[src/rtl/plic_seq_pkg.sv]
// Shared types, default addresses and the claim/complete address helper
// used by the PLIC claim sequencer and its round-robin arbiter.
package plic_seq_pkg;

  typedef enum logic [2:0] {
    IDLE,
    CLAIM,
    DELIVER,
    SERVICE,
    COMPLETE
  } tgt_state_e;

  typedef enum logic {
    BUS_IDLE,
    BUS_WAIT
  } bus_state_e;

  localparam logic [31:0] CC_BASE_DEFAULT   = 32'h0020_0004;
  localparam logic [31:0] CC_STRIDE_DEFAULT = 32'h0000_1000;

  // Computed at 64 bits so any ADDR_WIDTH up to 64 can size-cast the result.
  function automatic logic [63:0] cc_addr(input logic [63:0] base,
                                          input logic [63:0] stride,
                                          input int unsigned idx);
    return base + stride * 64'(idx);
  endfunction

endpackage

[src/rtl/plic_seq_rr_arb.sv]
// Round-robin arbiter: one-hot grant starting the search at the pointer,
// pointer advances past the last grantee when its transfer is done.
module plic_seq_rr_arb #(
  parameter int unsigned N  = 2,
  parameter int unsigned IW = (N > 1) ? $clog2(N) : 1
) (
  input  logic          clk_i,
  input  logic          rst_i,
  input  logic [N-1:0]  req_i,
  input  logic          en_i,
  input  logic          done_i,
  output logic [N-1:0]  gnt_o,
  output logic [IW-1:0] gntIdx_o
);

  logic [IW-1:0] ptr_q;
  logic [IW-1:0] owner_q;
  logic          found;

  // First pass covers ptr..N-1, second pass wraps around to 0..ptr-1.
  always_comb begin
    gnt_o    = '0;
    gntIdx_o = '0;
    found    = 1'b0;
    for (int i = 0; i < N; i++) begin
      if (!found && req_i[i] && (IW'(i) >= ptr_q)) begin
        found    = 1'b1;
        gnt_o[i] = 1'b1;
        gntIdx_o = IW'(i);
      end
    end
    for (int i = 0; i < N; i++) begin
      if (!found && req_i[i]) begin
        found    = 1'b1;
        gnt_o[i] = 1'b1;
        gntIdx_o = IW'(i);
      end
    end
  end

  always_ff @(posedge clk_i) begin
    if (rst_i) begin
      ptr_q   <= '0;
      owner_q <= '0;
    end else begin
      if (en_i) begin
        owner_q <= gntIdx_o;
      end
      if (done_i) begin
        ptr_q <= (owner_q == IW'(N - 1)) ? '0 : owner_q + 1'b1;
      end
    end
  end

endmodule

[src/rtl/plic_claim_sequencer.sv]
// Hardware claim/complete agent: per-target FSMs claim IDs from the PLIC over
// one shared REG master port, hand them to harts and write them back on EOI.
module plic_claim_sequencer
  import plic_seq_pkg::*;
#(
  parameter int unsigned           SOURCE_NUM = 32,
  parameter int unsigned           TARGET_NUM = 2,
  parameter int unsigned           SRCW       = $clog2(SOURCE_NUM),
  parameter int unsigned           ADDR_WIDTH = 32,
  parameter int unsigned           DATA_WIDTH = 32,
  parameter logic [ADDR_WIDTH-1:0] CC_BASE    = ADDR_WIDTH'(CC_BASE_DEFAULT),
  parameter logic [ADDR_WIDTH-1:0] CC_STRIDE  = ADDR_WIDTH'(CC_STRIDE_DEFAULT)
) (
  input  logic                       clk_i,
  input  logic                       rst_i,
  input  logic [TARGET_NUM-1:0]      irq_i,
  output logic [TARGET_NUM-1:0]      irq_valid_o,
  output logic [TARGET_NUM*SRCW-1:0] irq_id_o,
  input  logic [TARGET_NUM-1:0]      irq_ack_i,
  input  logic [TARGET_NUM-1:0]      eoi_i,
  output logic [TARGET_NUM-1:0]      err_o,
  output logic                       reg_valid_o,
  output logic                       reg_write_o,
  output logic [ADDR_WIDTH-1:0]      reg_addr_o,
  output logic [DATA_WIDTH-1:0]      reg_wdata_o,
  output logic [DATA_WIDTH/8-1:0]    reg_wstrb_o,
  input  logic [DATA_WIDTH-1:0]      reg_rdata_i,
  input  logic                       reg_error_i,
  input  logic                       reg_ready_i
);

  localparam int unsigned IW = (TARGET_NUM > 1) ? $clog2(TARGET_NUM) : 1;
  localparam int unsigned SW = DATA_WIDTH / 8;

  tgt_state_e      tgtState_q [TARGET_NUM];
  tgt_state_e      tgtState_d [TARGET_NUM];
  logic [SRCW-1:0] claimId_q  [TARGET_NUM];
  logic [SRCW-1:0] claimId_d  [TARGET_NUM];

  logic [TARGET_NUM-1:0] err_q, err_d;
  logic [TARGET_NUM-1:0] req, resp, completeVec;

  bus_state_e       busState_q, busState_d;
  logic [IW-1:0]    owner_q, owner_d;
  logic             regValid_q, regValid_d;
  logic             regWrite_q, regWrite_d;
  logic [ADDR_WIDTH-1:0] regAddr_q, regAddr_d;
  logic [DATA_WIDTH-1:0] regWdata_q, regWdata_d;
  logic [SW-1:0]    regWstrb_q, regWstrb_d;

  logic [TARGET_NUM-1:0] gnt;
  logic [IW-1:0]    gntIdx;
  logic             arbEn, arbDone;

  plic_seq_rr_arb #(
    .N  (TARGET_NUM),
    .IW (IW)
  ) u_arb (
    .clk_i    (clk_i),
    .rst_i    (rst_i),
    .req_i    (req),
    .en_i     (arbEn),
    .done_i   (arbDone),
    .gnt_o    (gnt),
    .gntIdx_o (gntIdx)
  );

  if (DATA_WIDTH > SRCW) begin : g_rdata_upper
    logic unusedRdataUpper;
    assign unusedRdataUpper = ^reg_rdata_i[DATA_WIDTH-1:SRCW];
  end

  // A target may only be answered while the bus is waiting on its own transfer.
  always_comb begin
    for (int t = 0; t < TARGET_NUM; t++) begin
      tgtState_d[t]  = tgtState_q[t];
      claimId_d[t]   = claimId_q[t];
      err_d[t]       = 1'b0;
      resp[t]        = (busState_q == BUS_WAIT) && reg_ready_i && (owner_q == IW'(t));
      req[t]         = (tgtState_q[t] == CLAIM) || (tgtState_q[t] == COMPLETE);
      completeVec[t] = (tgtState_q[t] == COMPLETE);

      if (eoi_i[t] && (tgtState_q[t] != SERVICE)) begin
        err_d[t] = 1'b1;
      end

      case (tgtState_q[t])
        IDLE: begin
          if (irq_i[t]) begin
            tgtState_d[t] = CLAIM;
          end
        end
        CLAIM: begin
          if (resp[t]) begin
            if (reg_error_i) begin
              err_d[t]      = 1'b1;
              tgtState_d[t] = IDLE;
            end else if (reg_rdata_i[SRCW-1:0] == '0) begin
              tgtState_d[t] = IDLE;
            end else begin
              claimId_d[t]  = reg_rdata_i[SRCW-1:0];
              tgtState_d[t] = DELIVER;
            end
          end
        end
        DELIVER: begin
          if (irq_ack_i[t]) begin
            tgtState_d[t] = SERVICE;
          end
        end
        SERVICE: begin
          if (eoi_i[t]) begin
            tgtState_d[t] = COMPLETE;
          end
        end
        COMPLETE: begin
          if (resp[t]) begin
            tgtState_d[t] = IDLE;
            if (reg_error_i) begin
              err_d[t] = 1'b1;
            end
          end
        end
        default: tgtState_d[t] = IDLE;
      endcase
    end
  end

  // Payload registers only load on issue, so they hold through the whole wait.
  always_comb begin
    busState_d = busState_q;
    owner_d    = owner_q;
    regValid_d = regValid_q;
    regWrite_d = regWrite_q;
    regAddr_d  = regAddr_q;
    regWdata_d = regWdata_q;
    regWstrb_d = regWstrb_q;
    arbEn      = 1'b0;
    arbDone    = 1'b0;

    case (busState_q)
      BUS_IDLE: begin
        if (|req) begin
          arbEn      = 1'b1;
          owner_d    = gntIdx;
          busState_d = BUS_WAIT;
          regValid_d = 1'b1;
          regWrite_d = |(gnt & completeVec);
          regAddr_d  = ADDR_WIDTH'(cc_addr(64'(CC_BASE), 64'(CC_STRIDE), 32'(gntIdx)));
          regWdata_d = regWrite_d ? DATA_WIDTH'(claimId_q[gntIdx]) : '0;
          regWstrb_d = regWrite_d ? {SW{1'b1}} : '0;
        end
      end
      BUS_WAIT: begin
        if (reg_ready_i) begin
          arbDone    = 1'b1;
          regValid_d = 1'b0;
          busState_d = BUS_IDLE;
        end
      end
      default: busState_d = BUS_IDLE;
    endcase
  end

  always_ff @(posedge clk_i) begin
    if (rst_i) begin
      for (int t = 0; t < TARGET_NUM; t++) begin
        tgtState_q[t] <= IDLE;
        claimId_q[t]  <= '0;
      end
      err_q      <= '0;
      busState_q <= BUS_IDLE;
      owner_q    <= '0;
      regValid_q <= 1'b0;
      regWrite_q <= 1'b0;
      regAddr_q  <= '0;
      regWdata_q <= '0;
      regWstrb_q <= '0;
    end else begin
      for (int t = 0; t < TARGET_NUM; t++) begin
        tgtState_q[t] <= tgtState_d[t];
        claimId_q[t]  <= claimId_d[t];
      end
      err_q      <= err_d;
      busState_q <= busState_d;
      owner_q    <= owner_d;
      regValid_q <= regValid_d;
      regWrite_q <= regWrite_d;
      regAddr_q  <= regAddr_d;
      regWdata_q <= regWdata_d;
      regWstrb_q <= regWstrb_d;
    end
  end

  always_comb begin
    irq_valid_o = '0;
    irq_id_o    = '0;
    for (int t = 0; t < TARGET_NUM; t++) begin
      irq_valid_o[t]             = (tgtState_q[t] == DELIVER);
      irq_id_o[t*SRCW +: SRCW]   = claimId_q[t];
    end
  end

  assign err_o       = err_q;
  assign reg_valid_o = regValid_q;
  assign reg_write_o = regWrite_q;
  assign reg_addr_o  = regAddr_q;
  assign reg_wdata_o = regWdata_q;
  assign reg_wstrb_o = regWstrb_q;

endmodule

[config.mk]
export PLATFORM = sky130hd
export DESIGN_NAME = plic_claim_sequencer
export DESIGN_NICKNAME = d
export VERILOG_FILES = /design/src/rtl/plic_seq_pkg.sv /design/src/rtl/plic_seq_rr_arb.sv /design/src/rtl/plic_claim_sequencer.sv
export SDC_FILE = /design/constraint.sdc
export NUM_CORES = 1
export LEC_CHECK = 0
export CORE_UTILIZATION = 32
export DETAILED_ROUTE_END_ITERATION = 8
export GPL_TIMING_DRIVEN = 0
export HOLD_SLACK_MARGIN = 0.12
export PLACE_DENSITY = 0.77
export SLEW_MARGIN = 20
export SYNTH_ARGS = -nofsm -noshare
export SYNTH_HDL_FRONTEND = slang
export SYNTH_SLANG_ARGS = --single-unit
[constraint.sdc]
create_clock -name clk_i -period 1.62 [get_ports clk_i]
set_input_delay 0.324 -clock clk_i [delete_from_list [all_inputs] [get_ports clk_i]]
set_output_delay 0.324 -clock clk_i [all_outputs]
set_load 0.02 [all_outputs]
==> summary.md <==
| Metric | Value |
|---|---|
| Yosys reg bits | `29` |
| Crit-path cells | `clkdlybuf4s50_1` |
| Num rows | `27` |
| Worst clock skew | `~0.0073 ns` |
| Layout area overhead | `51.2%` |
| Synth top cells by count | `buf_4 (62), dfxtp_1 (29), nor2_1 (18)` |
| Max VDD drop | `around 0.00046 V` |
| CTS Buf Count | `5` |
| Die area | `a little over 6000 um^2` |
| CP delay by family, top | `buffers and inverters` |
| M2 GR Usage | `0.229` |
| Final HPWL DP | `a little over 3000 um` |
| Cell Area, Synth | `around 1900 um^2` |
| DR DRC count | `0` |
| Final hold violation count | `0` |
| Die Ht | `a little under 80 um` |
| First-pass GRT wire length | `6540 um` |
| Worst setup margin | `about 0.043 ns` |
| EDFF count, synth | `0` |
| Die Wd | `a little under 80 um` |
| Vias/cell | `4.08` |
| Slew Viols, Final | `0` |
| CP endpoint kind | `primary output` |
| DR iter-0 viols | `between 70 and 80` |
| Final ANT Viol Nets | `0` |
| # IOs | `~130` |
| Crit path max-delay cell type | `clkdlybuf4s50_1` |
| Outcome | `completed` |
| Detailed Routing Iterations Pass 1 | `4` |
| Vias in the first global route | `~1400` |
| Synth unique cells | `between 40 and 50` |
| Bufs on Longest Clock Path | `2` |
| Avg WL per Cell | `approximately 11 um` |
| Antenna violations before repair | `0` |
| Diodes inserted | `0` |
| Max Cap Viol | `0` |
| Slew Limit Headroom | `0.651` |
| DRT Wirelength | `about 4200 um` |
| CP Data Arrival Time | `1.25 ns` |
| Slowest stage delay, CP | `approximately 0.62 ns` |
| CP startpoint kind | `flip-flop` |
| Gr busiest metal | `met2` |
| TNS Setup | `0 ns` |
| Post-synthesis sequential area ratio | `0.313` |
| Reg power frac | `0.376` |
| Worst-Margin Slew | `approximately 0.52 ns` |
| Nets@finish | `around 360` |
| Net Sw Frac | `0.289` |
| Crit path max fanout | `3` |
| Hold Worst Slack | `between 0.4 and 0.5 ns` |
| Leakage Power | `between 1 and 1.5 nW` |
| Port Buffers | `42` |
| Finish-stage setup viols | `0` |
| Met3 Usage GRT | `0.0547` |
| WS Path Type | `reg -> out` |
| # fillers | `approximately 530` |
| YS warnings | `0` |
| Detailed-route via count | `between 1500 and 2000` |
| Synth area leader | `dfxtp_1` |
| Mean Syn Cell Area | `just under 9 um^2` |
| Clock share of power | `0.382` |
| Setup WS pre-CTS | `-0.664 ns` |
| Syn Inst Count | `approximately 210` |
| Final Cell Area | `2810 um^2` |
| CTS clock-pin slew for the worst setup and hold paths | `0.07 ns` |
| Congestion Overflow GR | `0` |
| Total net switching power | `~0.59 mW` |
| Final min period | `around 1.6 ns` |
| Core Footprint | `approximately 5500 um^2` |
| CTS H-tree lvls | `2` |
| Most numerous cell in the Yosys netlist | `buf_4` |
| Logic gate share of total power | `0.243` |
| Yosys top cell area share | `0.313` |
| Fmax achieved | `around 630 MHz` |
| Fin crit share | `0.973` |
| Ys flop type | `dfxtp_1` |
| Worst path buffer plus inverter count | `1` |
| Total GRT Usage | `0.138` |
| Pwr Density | `roughly 730 nW/um^2` |
| Largest net degree at the start of global routing | `11` |
| WP data required | `1.30 ns` |
| Layout cells sized above 1 | `0.327` |
| GPL Wtd Cong | `roughly 0.85` |
| TritonCTS clock tree | `done` |
| Clk root buf | `clkbuf_8` |
| Synth async-reset ratio | `0` |
| Clock Sink Count | `29` |
| Placed inst area | `2570 um^2` |
| Power Internal | `roughly 1.5 mW` |
| Clk Latency, worst-skew pair | `about 0.28 ns` |
| Synth area leaders | `dfxtp_1 (31%), buf_4 (25%), mux2i_1 (9.2%)` |
| Class of the worst hold path | `reg -> reg` |
| Starting Density | `0.335` |
| Grt met1 use | `0.163` |
==> worst paths after layout <==
check / startpoint / to / slack [ns] / depth (start not counted)
worst max register to register: tgtState_q[0][3] / reg_wdata_o[0] / 0.06 / 5
worst min-delay path: reg_wdata_o[4] / reg_wdata_o[4] / 0.47 / 1
worst min register to register: reg_wdata_o[4] / reg_wdata_o[4] / 0.47 / 1
worst max-delay path: claimId_q[0][4] / irq_id_o[4] / 0.04 / 1
==> flip-flops by register name, summed over array words and instances, names as in the netlist <==
register / cells
tgtState_q: 6
reg_addr_o: 2
busState_q: 1
err_o: 2
reg_wdata_o: 5
reg_wstrb_o: 1
u_arb.ptr_q: 1
claimId_q: 10
reg_valid_o: 1
==> layout make-up <==
type | count | area [um^2] | area share
inverters | 7 | 26.3 | 0.00936
well taps | 72 | 90.1 | 0.0321
multi-input cells | 158 | 1010 | 0.359
clock buffers | 6 | 82.6 | 0.0294
clock inverters | 2 | 37.5 | 0.0134
repair buffers | 47 | 478 | 0.170
flip-flops and latches | 29 | 594 | 0.212
plain buffers | 66 | 489 | 0.174
==> stage by stage <==
stage / total power, mW / cells / util
finish: 2.04 / 387 / 0.507
CTS: 2.05 / 388 / 0.499
global route: 2.14 / 387 / 0.507
detailed placement: 1.25 / 378 / 0.464
global placement: 1.24 / 378 / 0.464
floorplan: 1.13 / 264 / -
==> cells by family (layout without fill, tap and decap cells) <==
group | Yosys count | count (layout) | share of synthesized area
mux | 17 | 17 | 0.0917
flops | 29 | 29 | 0.313
xor+xnor | 2 | 2 | 0.00944
other cells | 1 | 56 | 0.00202
simple gates | 49 | 49 | 0.147
buf+inv | 77 | 128 | 0.287
compound gates | 34 | 34 | 0.150
==> cells in the final DEF, fill, tap and decap left out, types with 8 or more instances in the layout <==
master	Yosys	final
dlygate4sd2_1	0	11
conb_1	1	56
a21oi_1	12	10
nor2_1	18	18
mux2i_1	17	17
dlymetal6s2s_1	0	11
dfxtp_1	29	22
buf_4	62	65
nand2_1	8	8
clkdlybuf4s50_1	0	18
==> what timing repair did <==
| action | CTS | global route |
|---|---|---|
| pin swaps | 4 | 0 |
| setup endpoints to repair | 27 | 32 |
| hold buffers | 0 | 0 |
| resized for setup | 30 | 23 |
| buffers inserted | 5 | 0 |
==> power by group through the flow <==
stage,logic (mW),registers [mW],clock network (mW)
final,0.495,0.766,0.778
after global routing,0.531,0.769,0.836
after CTS,0.487,0.766,0.797
after detailed placement,0.474,0.776,0
after global placement,0.468,0.776,0
after floorplan,0.349,0.785,0
==> per-layer routing <==
metal  vias up  routed length [um]
met2        78                2040
met3         4                 378
met4         0                  12
met5         -                   0
li1        809                   -
met1       688                1790
Power figures use the tool's default switching activity.
